==> config.mk <==
export PLATFORM = sky130hd
export DESIGN_NAME = microwave_control_flat
export DESIGN_NICKNAME = d
export VERILOG_FILES = /design/src/rtl/microwave_control_if.sv /design/src/rtl/microwave_control.sv /design/src/flat_wrapper.sv
export SDC_FILE = /design/constraint.sdc
export NUM_CORES = 1
export LEC_CHECK = 0
export ABC_AREA = 1
export CAP_MARGIN = 20
export CORE_MARGIN = 10
export CORE_UTILIZATION = 57
export CTS_BUF_LIST = sky130_fd_sc_hd__clkbuf_4
export CTS_CLUSTER_SIZE = 20
export DETAILED_ROUTE_END_ITERATION = 10
export PLACE_DENSITY = 0.79
export SKIP_LAST_GASP = 1
export SYNTH_ARGS = -nofsm -noshare
export SYNTH_HDL_FRONTEND = slang
export SYNTH_SLANG_ARGS = --single-unit
==> constraint.sdc <==
create_clock -name clock -period 1.65 [get_ports clock]
set_input_delay 0.165 -clock clock [delete_from_list [all_inputs] [get_ports clock]]
set_output_delay 0.165 -clock clock [all_outputs]
set_load 0.03 [all_outputs]
==> src/rtl/microwave_control_if.sv <==
// Front-panel and timer signals of the microwave controller, bundled so the
// controller and its environment connect through a single port.
interface microwave_control_if;
  logic       startn;
  logic       stopn;
  logic       clearn;
  logic       door_closed;
  logic       timer_done;
  logic       timer_en;
  logic       timer_loadn;
  logic       timer_clearn;
  logic       mag_on;
  logic       beep;
  logic [1:0] state;

  modport master (
    output startn, stopn, clearn, door_closed, timer_done,
    input  timer_en, timer_loadn, timer_clearn, mag_on, beep, state
  );

  modport slave (
    input  startn, stopn, clearn, door_closed, timer_done,
    output timer_en, timer_loadn, timer_clearn, mag_on, beep, state
  );
endinterface

==> src/rtl/microwave_control.sv <==
// Microwave oven controller: synchronizes the front-panel buttons and door
// sensor, turns presses into single pulses and sequences cook/pause/done.
module microwave_control #(
  parameter int BEEP_CYCLES = 8
) (
  input logic               clock,
  input logic               reset,
  microwave_control_if.slave io
);

  typedef enum logic [1:0] {
    IDLE    = 2'b00,
    COOKING = 2'b01,
    PAUSED  = 2'b10,
    DONE    = 2'b11
  } state_t;

  localparam logic [7:0] BEEP_LOAD = 8'(BEEP_CYCLES - 1);

  // Button vectors are ordered {clear, stop, start}.
  logic [2:0] btn_meta, btn_sync, btn_prev, btn_armed;
  logic [1:0] settle;
  logic       door_meta, door_sync;
  logic [2:0] press;
  logic       start_p, stop_p, clear_p;

  state_t     state_q, state_d;
  logic [7:0] beep_cnt_q, beep_cnt_d;
  logic       clear_act;
  logic       mag_on_q, timer_en_q, timer_loadn_q, timer_clearn_q, beep_q;

  // A button only becomes armed once a genuine released level has come through
  // the synchronizer after reset, so a button held through reset never pulses.
  always_ff @(posedge clock) begin
    if (reset) begin
      btn_meta  <= '1;
      btn_sync  <= '1;
      btn_prev  <= '1;
      btn_armed <= '0;
      settle    <= '0;
      door_meta <= 1'b0;
      door_sync <= 1'b0;
    end else begin
      // NOTE: non-blocking assignments let every flop sample the value from
      // before the edge; blocking ones would collapse the 2-flop chain to one.
      btn_meta  <= {io.clearn, io.stopn, io.startn};
      btn_sync  <= btn_meta;
      btn_prev  <= btn_sync;
      settle    <= {settle[0], 1'b1};
      btn_armed <= btn_armed | (btn_sync & {3{settle[1]}});
      door_meta <= io.door_closed;
      door_sync <= door_meta;
    end
  end

  assign press   = btn_armed & btn_prev & ~btn_sync;
  assign start_p = press[0];
  assign stop_p  = press[1];
  assign clear_p = press[2];

  always_comb begin
    // NOTE: every output of this block gets a default first, so no path
    // through the case can leave one unassigned and infer a latch.
    state_d    = state_q;
    beep_cnt_d = beep_cnt_q;
    clear_act  = 1'b0;

    case (state_q)
      IDLE: begin
        if (clear_p) clear_act = 1'b1;
        if (start_p && door_sync && !io.timer_done) state_d = COOKING;
      end
      COOKING: begin
        if (!door_sync)         state_d = PAUSED;
        else if (io.timer_done) state_d = DONE;
        else if (stop_p)        state_d = PAUSED;
      end
      PAUSED: begin
        if (stop_p || clear_p) begin
          state_d   = IDLE;
          clear_act = 1'b1;
        end else if (start_p && door_sync && !io.timer_done) begin
          state_d = COOKING;
        end
      end
      DONE: begin
        if (|press || beep_cnt_q == 8'd0) state_d = IDLE;
        else                              beep_cnt_d = beep_cnt_q - 8'd1;
      end
      default: state_d = IDLE;
    endcase

    if (state_d == DONE && state_q != DONE) beep_cnt_d = BEEP_LOAD;
  end

  // Outputs are decoded from the next state so they change on the same edge
  // as the state register and stay glitch-free.
  always_ff @(posedge clock) begin
    if (reset) begin
      state_q        <= IDLE;
      beep_cnt_q     <= 8'd0;
      mag_on_q       <= 1'b0;
      timer_en_q     <= 1'b0;
      timer_loadn_q  <= 1'b0;
      timer_clearn_q <= 1'b1;
      beep_q         <= 1'b0;
    end else begin
      state_q        <= state_d;
      beep_cnt_q     <= beep_cnt_d;
      mag_on_q       <= (state_d == COOKING);
      timer_en_q     <= (state_d == COOKING);
      timer_loadn_q  <= (state_d != IDLE);
      timer_clearn_q <= ~clear_act;
      beep_q         <= (state_d == DONE);
    end
  end

  assign io.state        = state_q;
  assign io.mag_on       = mag_on_q;
  assign io.timer_en     = timer_en_q;
  assign io.timer_loadn  = timer_loadn_q;
  assign io.timer_clearn = timer_clearn_q;
  assign io.beep         = beep_q;

endmodule

==> src/flat_wrapper.sv <==
// flat-port wrapper written by rule: the top's interface ports become plain ports
module microwave_control_flat 
#(
  parameter int BEEP_CYCLES = 8
)
  (clock, reset, io_startn, io_stopn, io_clearn, io_door_closed, io_timer_done, io_timer_en, io_timer_loadn, io_timer_clearn, io_mag_on, io_beep, io_state);
  microwave_control_if io_i ();
  input logic clock;
  input logic reset;
  input wire logic [$bits(io_i.startn)-1:0] io_startn;
  input wire logic [$bits(io_i.stopn)-1:0] io_stopn;
  input wire logic [$bits(io_i.clearn)-1:0] io_clearn;
  input wire logic [$bits(io_i.door_closed)-1:0] io_door_closed;
  input wire logic [$bits(io_i.timer_done)-1:0] io_timer_done;
  output wire logic [$bits(io_i.timer_en)-1:0] io_timer_en;
  output wire logic [$bits(io_i.timer_loadn)-1:0] io_timer_loadn;
  output wire logic [$bits(io_i.timer_clearn)-1:0] io_timer_clearn;
  output wire logic [$bits(io_i.mag_on)-1:0] io_mag_on;
  output wire logic [$bits(io_i.beep)-1:0] io_beep;
  output wire logic [$bits(io_i.state)-1:0] io_state;
  assign io_i.startn = io_startn;
  assign io_i.stopn = io_stopn;
  assign io_i.clearn = io_clearn;
  assign io_i.door_closed = io_door_closed;
  assign io_i.timer_done = io_timer_done;
  assign io_timer_en = io_i.timer_en;
  assign io_timer_loadn = io_i.timer_loadn;
  assign io_timer_clearn = io_i.timer_clearn;
  assign io_mag_on = io_i.mag_on;
  assign io_beep = io_i.beep;
  assign io_state = io_i.state;
  microwave_control #(.BEEP_CYCLES(BEEP_CYCLES)) u_core (.clock(clock), .reset(reset), .io(io_i));
endmodule
# Word level (Yosys, flattened, before mapping)
# Index checks and enable logic that the tools add are counted.
# classes
n_addsub	1
eq_ne	7
n_reduce_logical	14
n_mux	14
n_bitwise	7
# op_table
op	n
two-way mux 2 bit	6
bitwise AND 3 bit	3
two-way mux 3 bit	3
logical NOT 8 bit	1
one-hot mux 2 bit (4 select lines)	1
subtractor 8 x 1 -> 8 bit (second input constant)	1
equality test 2 bit (second input constant)	3
equality test 2 x 1 -> 1 bit (second input constant)	2
inequality test 2 bit (second input constant)	2
AND reduction 2 bit	2
nonzero test 2 bit	2
logical AND 1 bit	3
two-way mux 1 bit	3
inverter 3 bit	1
bitwise OR 3 bit	1
OR reduction 3 bit	1
logical NOT 2 bit	1
logical OR 1 bit	2
inverter 1 bit	2
one-hot mux 1 bit (2 select lines)	1
OR reduction 2 bit	1
logical NOT 1 bit	1
# word_totals
in_bits	7
elab_cells	58
ff_bits	30

# Longest topological paths before layout
# Gate-level depths: netlist of the first run.
# logic_depth
word_depth	11
ltp_mapped	10

# Least setup slack after synthesis of the first run
# Ideal clock, no wire load.
# synth_path
path_kind	flip-flop to flip-flop
start	register u_core.state_q[1], in the netlist u_core.io.state[1]
end	register u_core.beep_cnt_q[0]
arrival_ns	1.343
stages_incl_launch_ff	9
path_buffers	1
setup_time_ns	0.130
slack_ns	0.177
synth_period_minus_slack_ns	1.473
required_time_ns	1.520
cell_sequence	dfxtp_1 nand2_2 clkinv_2 nand2_4 nor2_8 nand2_4 buf_6 xor2_1 a21oi_2
# synth_via
elab_chain_len	8
word_cells_on_any_way	18
cone_classes	eq/ne: 6; mux: 8; reduce/logical: 4
# synth_lines
element	line	source
start, declared	microwave_control.sv:27	state_t state_q, state_d;
start signal, assigned	microwave_control.sv:108	state_q <= state_d;
two-way mux 2 bit	microwave_control.sv:76	else if (stop_p) state_d = PAUSED;
two-way mux 2 bit	microwave_control.sv:75	else if (io.timer_done) state_d = DONE;
two-way mux 2 bit	microwave_control.sv:74	if (!door_sync) state_d = PAUSED;
one-hot mux 2 bit (4 select lines)	microwave_control.sv:68	case (state_q)
equality test 2 bit	microwave_control.sv:93	if (state_d == DONE && state_q != DONE) beep_cnt_d = BEEP_LOAD;
logical AND 1 bit	microwave_control.sv:93	
inequality test 2 bit (no source line) or nonzero test 2 bit (tied branches)	--	
AND reduction 2 bit (no source line)	--	
end signal, assigned	microwave_control.sv:109	beep_cnt_q <= beep_cnt_d;
end, declared	microwave_control.sv:28	logic [7:0] beep_cnt_q, beep_cnt_d;
# Parallel ways exist; a longest one is shown, timed or not.
# A chain may end at the register's enable or synchronous reset.

# Final worst setup path of the first run
# layout_path
start	register u_core.beep_cnt_q[0]
end	register u_core.beep_cnt_q[6]
# layout_via
elab_chain_len	7
word_cells_on_any_way	10
cone_classes	add/sub: 1; eq/ne: 1; mux: 2; bitwise: 1; reduce/logical: 5
# layout_lines
element	line	source
logical NOT 8 bit	microwave_control.sv:87	if (|press || beep_cnt_q == 8'd0) state_d = IDLE;
logical OR 1 bit	microwave_control.sv:87	
two-way mux 2 bit	microwave_control.sv:87	
one-hot mux 2 bit (4 select lines)	microwave_control.sv:68	
equality test 2 bit	microwave_control.sv:93	
logical AND 1 bit	microwave_control.sv:93	
OR reduction 2 bit (no source line)	--	
# Parallel ways exist; a longest one is shown, timed or not.

==> impl_metrics.ini, run 1 <==
[synth]
avgSynthCellArea_um2 = 7.99
ys_seq_elements = 30
synth_area_mm2 = 0.00125
yosysSeqAreaShare_pct = 47.9
synth_nets = 165
synth_top_cell_by_area = dfxtp_1
async_flop_share_pct = 0
ys_types = 29
postSynthCellCount = 157
ys.flop_type = dfxtp_1
netlist.area_leader.share_pct = 47.9
yosysWarningCount = 0
synth_edf_count = 0
synth_area_leaders = dfxtp_1 48%, nand2_1 7.8%, nor2_1 7.5%

[power]
vdd_drop_max_mv = 0.862
power_leakage_nw = 0.725
power_density_mw_per_mm2 = 818
swShare_pct = 22.8
p_sw_mw = 0.280
p_clk_share_pct = 34.2
p_int_mw = 0.946
power_frac_seq_pct = 61.4
comb_power_share_pct = 4.4

[worst_setup_path]
worst-path-max-fanout = 5
worstPathArrival_ns = 1.77
required_ns = 1.92
r2r_setup_slack_ns = 0.14
cp-start-kind = flip-flop
crit_type = flip-flop to flip-flop
endpoint_kind = flip-flop

[route]
drt_iter0_markers = 48
drc_errors = 0
ant_nets = 0
via_per_inst = 4.95
vias = 1019
wl_per_cell_um = 12.0
drtPass1Iterations = 4
routed_wl_um = 2480

[final_layout]
layout.nets = 186
n_antenna_cell = 0
area.sequential_um2 = 601
drive_gt1_share_pct = 19.6
area_growth_pct = 19.5
n_fill_cell = 164
multiInputGateArea_um2 = 551

[flow_run]
cap_viol_max_count = 0

[floorplanning]
start_util_pct = 62.1
top_level_ports = 14
dieArea_mm2 = 0.00448
die_y_um = 66.9
die_w_um = 66.9
coreArea_mm2 = 0.00202
rows = 16

[sta]
fin_skew_ns = 0.00602
slew_violations = 0
tightestPinTransition_ns = 0.322
finalHoldViolations = 0
setup_viol = 0
post-route-period-util_pct = 91.4
hold_ws_ns = 0.354
period_needed_ns = 1.51
fmaxAchievable_ghz = 0.663
maxSlewHeadroom_pct = 78.5
worst_slack_ns = 0.142

[placement]
gp_congestion = 0.796
portBuffers = 13
post-place-ws_ns = 0.0740
place_hpwl_um = 1760

[clocking]
clk_pin_slew_worst_paths_ns = 0.09
htreeDepth = 2
cts.sinks = 30
worstSkewPairLatency_ns = 0.33
clock_path_buffers = 2
cts_tree = built
root_buffer = clkbuf_4
cts_made_buffers = 5

[grt]
grt_pass1_wl_um = 3930
grt_max_degree = 16
antenna_found_initial = 0
overflow = 0
grt_use_total_pct = 11.7
grt_pass1_vias = 921

[run_status]
outcome = finished, final reports clean

[min_path]
hp-class = input port to flip-flop
## timing repair
action | 4_1_cts | 5_1_grt
resized for setup | 0 | 3
hold buffers | 0 | 0
setup endpoints to repair | 0 | 11
buffers inserted | 0 | 3
## final timing paths
check / from / depth (start not counted) / to
worst min register to register: u_core.door_meta$_SDFF_PP0_ / 2 / u_core.door_sync$_SDFF_PP0_
worst max register to register: u_core.beep_cnt_q[0]$_SDFFE_PP0P_ / 8 / u_core.beep_cnt_q[6]$_SDFFE_PP0P_
worst max-delay path: u_core.beep_cnt_q[0]$_SDFFE_PP0P_ / 8 / u_core.beep_cnt_q[6]$_SDFFE_PP0P_
worst min-delay path: io_door_closed / 3 / u_core.door_meta$_SDFF_PP0_
## layer usage
layer / track usage [%] / routed length, um / vias up
li1: - / - / 528
met4: 9.23 / 41 / 0
met2: 18.0 / 1120 / 49
met1: 12.5 / 1080 / 438
met5: 0 / 0 / -
met3: 4.35 / 232 / 4
## stage by stage
stage / cells / util [%] / area, um2 / total power [mW] / TNS [ns]
4_1_cts: 203 / 72.1 / 1460 / 1.24 / 0
2_1_floorplan: 157 / - / 1250 / 0.798 / 0
5_1_grt: 206 / 74.2 / 1500 / 1.27 / -0.0182
6_report: 206 / 74.2 / 1500 / 1.23 / 0
3_5_place_dp: 195 / 69.4 / 1400 / 0.824 / 0
3_3_place_gp: 195 / 69.4 / 1400 / 0.820 / 0
## Yosys cell counts (2+ instances only)
master / number
a21oi_1: 8
nand2_2: 3
xnor2_1: 3
dfxtp_1: 30
inv_1: 19
nor2_2: 3
nand3_1: 10
nand2_4: 2
or2_2: 7
nand3_2: 3
nand2_1: 26
nor2_1: 25
o21ai_1: 2
## cells by family (layout without fill, tap and decap cells)
group | count (synthesis) | count (layout) | share of synthesized area, %
AOI/OAI and AO/OA | 14 | 14 | 6.48
xor gates and xnor gates | 4 | 4 | 2.79
adders and majority gates | 1 | 1 | 0.997
buffers and inverters | 25 | 47 | 8.47
DFF | 30 | 30 | 47.9
and+or+nand+nor | 83 | 83 | 33.4
## cell usage in the layout, fill, tap and decap left out, types with 2 or more instances in the layout
cell type        count
nor2_2               3
nand3_2              3
nand3_1             10
inv_1               19
nand2_2              3
buf_4                3
dfxtp_1             30
clkbuf_4             6
or2_2                7
clkdlybuf4s50_1     11
nand2_4              2
dlymetal6s2s_1       2
a21oi_1              8
xnor2_1              3
clkinv_2             2
clkinv_1             2
nor2_1              25
nand2_1             26
o21ai_1              2
## area by class of cell
cell class	count	share of cell area, %
Clock buffer	6	3.00
Inverter	22	5.59
Multi-Input combinational cell	102	36.7
Sequential cell	30	40.0
Timing Repair Buffer	17	11.8
Tap cell	27	2.25
Clock inverter	2	0.584
## critical path, cell delays in order, from the launching register on
cell and delay [ns]:
dfxtp_1 0.33, inv_1 0.10, ha_2 0.23, nand4_2 0.18
nand2_4 0.15, nand3_1 0.12, nand3_2 0.13, nand2_2 0.09
nor2_1 0.11
## power groups by stage
stage	registers [mW]	clock network (mW)	logic [mW]
final	0.753	0.420	0.0536
after global placement	0.769	0	0.0517
after detailed placement	0.770	0	0.0535
after global routing	0.755	0.455	0.0600
after floorplan	0.767	0	0.0305
after CTS	0.753	0.429	0.0539
## state kept, by name (all words and copies together), names as in the netlist
| signal | cells |
|---|---|
| u_core.btn_armed | 3 |
| u_core.door_sync | 1 |
| u_core.btn_meta | 3 |
| u_core.btn_prev | 3 |
| u_core.io.beep | 1 |
| u_core.btn_sync | 3 |
| u_core.door_meta | 1 |
| u_core.io.timer_clearn | 1 |
| u_core.io.timer_loadn | 1 |
| u_core.settle | 2 |
| u_core.io.mag_on | 1 |
| u_core.beep_cnt_q | 8 |
| u_core.io.state | 2 |
Power figures use the tool's default switching activity.
==> inputs of run 2 (changes only) <==
Settings changed: CORE_UTILIZATION 57 to 28, CTS_CLUSTER_DIAMETER set to 120, PLACE_DENSITY 0.79 to 0.43.
==> run 2 against run 1 <==
Clock power is 2% lower; die area is 69% higher; global-route usage is 4.9 points lower; sequential power hardly changed; cell count is 13% higher; critical endpoint unchanged; via count is 0.88% lower; clock-buffer cell count is 1 lower; worst hold slack worse by 0.0029 ns; highest routed layer unchanged.
==> impl_metrics.ini, run 2 (same netlist as run 1, synthesis figures left out) <==
[run_status]
outcome = finished, final reports clean

[route]
drtPass1Iterations = 4
wl_per_cell_um = 10.1
via_per_inst = 4.35
drc_errors = 0
ant_nets = 0
drt_iter0_markers = 63
vias = 1010
routed_wl_um = 2350

[final_layout]
largest_reg_flops = 8
drive_gt1_share_pct = 20.0
final_cell_mix = 30 x dfxtp_1, 26 x nand2_1, 25 x nor2_1, 19 x inv_1, 11 x clkdlybuf4s50_1
layout.nets = 187
top_register = u_core.beep_cnt_q
final_common_cell = dfxtp_1
final_util_pct = 35.2
n_antenna_cell = 0
final_cells = 232
area_growth_pct = 22.0

[clocking]
htreeDepth = 2
cts.sinks = 30
root_buffer = clkbuf_4
cts_made_buffers = 5
clk_pin_slew_worst_paths_ns = 0.11
cts_tree = built
clock_path_buffers = 2
worstSkewPairLatency_ns = 0.33

[worst_setup_path]
required_ns = 1.86
r2r_start = u_core.io.state[1]$_SDFF_PP0_
crit_chain = nand2_2, clkinv_2, nand2_4, nor2_8, nand2_4, buf_4, nor2_1, xnor2_1, nor2_1
worstPathArrival_ns = 1.71
worstSetupStartpoint = u_core.io.state[1]$_SDFF_PP0_
path_buf_inv = 2
slowest_stage = dfxtp_1
path_delay_family = simple AND/OR/NAND/NOR gates
cp-start-kind = flip-flop
endpoint_kind = flip-flop
worst-path-max-fanout = 7
crit_type = flip-flop to flip-flop
max_stage_delay_ns = 0.44

[floorplanning]
die_y_um = 86.9
dieArea_mm2 = 0.00756
top_level_ports = 14
rows = 24
start_util_pct = 28.8
coreArea_mm2 = 0.00435
die_w_um = 86.9

[sta]
setup_tns_ns = 0
post-route-period-util_pct = 90.8
fmaxAchievable_ghz = 0.667
period_needed_ns = 1.50
setup_viol = 0
finalHoldViolations = 0
rsz0062_at_grt = false
maxSlewHeadroom_pct = 78.6
fin_skew_ns = 0.0176
slew_violations = 0
tightestPinTransition_ns = 0.320

[grt]
overflow = 0
grt_max_degree = 16
grt_pass1_vias = 945
grt_pass1_wl_um = 4080
antenna_found_initial = 0
grt_use_total_pct = 6.80

[placement]
dp_cells = 220
gp_congestion = 0.754
place_hpwl_um = 1790
portBuffers = 13

[min_path]
hp-class = input port to flip-flop
hold_start = io_door_closed

[flow_run]
cap_viol_max_count = 0

[power]
power_leakage_nw = 0.708
vdd_drop_max_mv = 0.285
power_density_mw_per_mm2 = 796
[run 2: worst register-to-register path: cells and delay by family (launching register included)]
kind | cells | cell delay, ns
and+or+nand+nor | 6 | 0.58
buffers and inverters | 2 | 0.22
DFF | 1 | 0.44
xor gates and xnor gates | 1 | 0.14
[run 2: worst paths after layout]
check                                            to  slack [ns]  depth (start not counted)
hold reg to reg         u_core.settle[1]$_SDFF_PP0_        0.40                          2
setup reg to reg  u_core.beep_cnt_q[6]$_SDFFE_PP0P_        0.15                          9
hold / removal          u_core.door_meta$_SDFF_PP0_        0.35                          3
setup / recovery  u_core.beep_cnt_q[6]$_SDFFE_PP0P_        0.15                          9
[run 2: what timing repair did]
| item | CTS | global route |
|---|---|---|
| hold buffers | 0 | 0 |
| setup endpoints to repair | 1 | 13 |
| pin swaps | 0 | 1 |
| resized for setup | 1 | 3 |
| setup buffers | 0 | 4 |
[run 2: through the flow]
stage / cell area, um2 / power [mW] / setup slack, ns / hold WS (ns)
after floorplan: 1250 / 0.798 / 0.177 / 0.269
after global placement: 1440 / 0.822 / 0.144 / 0.390
after detailed placement: 1440 / 0.825 / 0.0862 / 0.392
after CTS: 1490 / 1.24 / 0.0316 / 0.344
after global routing: 1530 / 1.27 / 0.0232 / 0.376
final: 1530 / 1.22 / 0.151 / 0.352
[run 2: cell type report]
type / count / area, um2
clock buffer: 5 / 37.5
clock inverter: 3 / 16.3
fill: 432 / 2820
inverter: 22 / 83.8
multi-input combinational: 102 / 559
sequential: 30 / 601
tap: 52 / 65.1
timing repair buffer: 18 / 169
[run 2: report_power, final]
part / switching [mW] / internal [mW] / leakage (nW)
clock: 0.254 / 0.158 / 0.0286
combinational: 0.0260 / 0.0278 / 0.435
sequential: 0.0104 / 0.743 / 0.245
[run 2: layer usage]
| metal | track usage [%] | up-vias | part of all wire (%) |
|---|---|---|---|
| li1 | - | 530 | - |
| met1 | 7.97 | 444 | 47 |
| met2 | 9.93 | 30 | 41 |
| met3 | 3.09 | 6 | 9.4 |
| met4 | 3.98 | 0 | 2.8 |
| met5 | 0 | - | 0 |
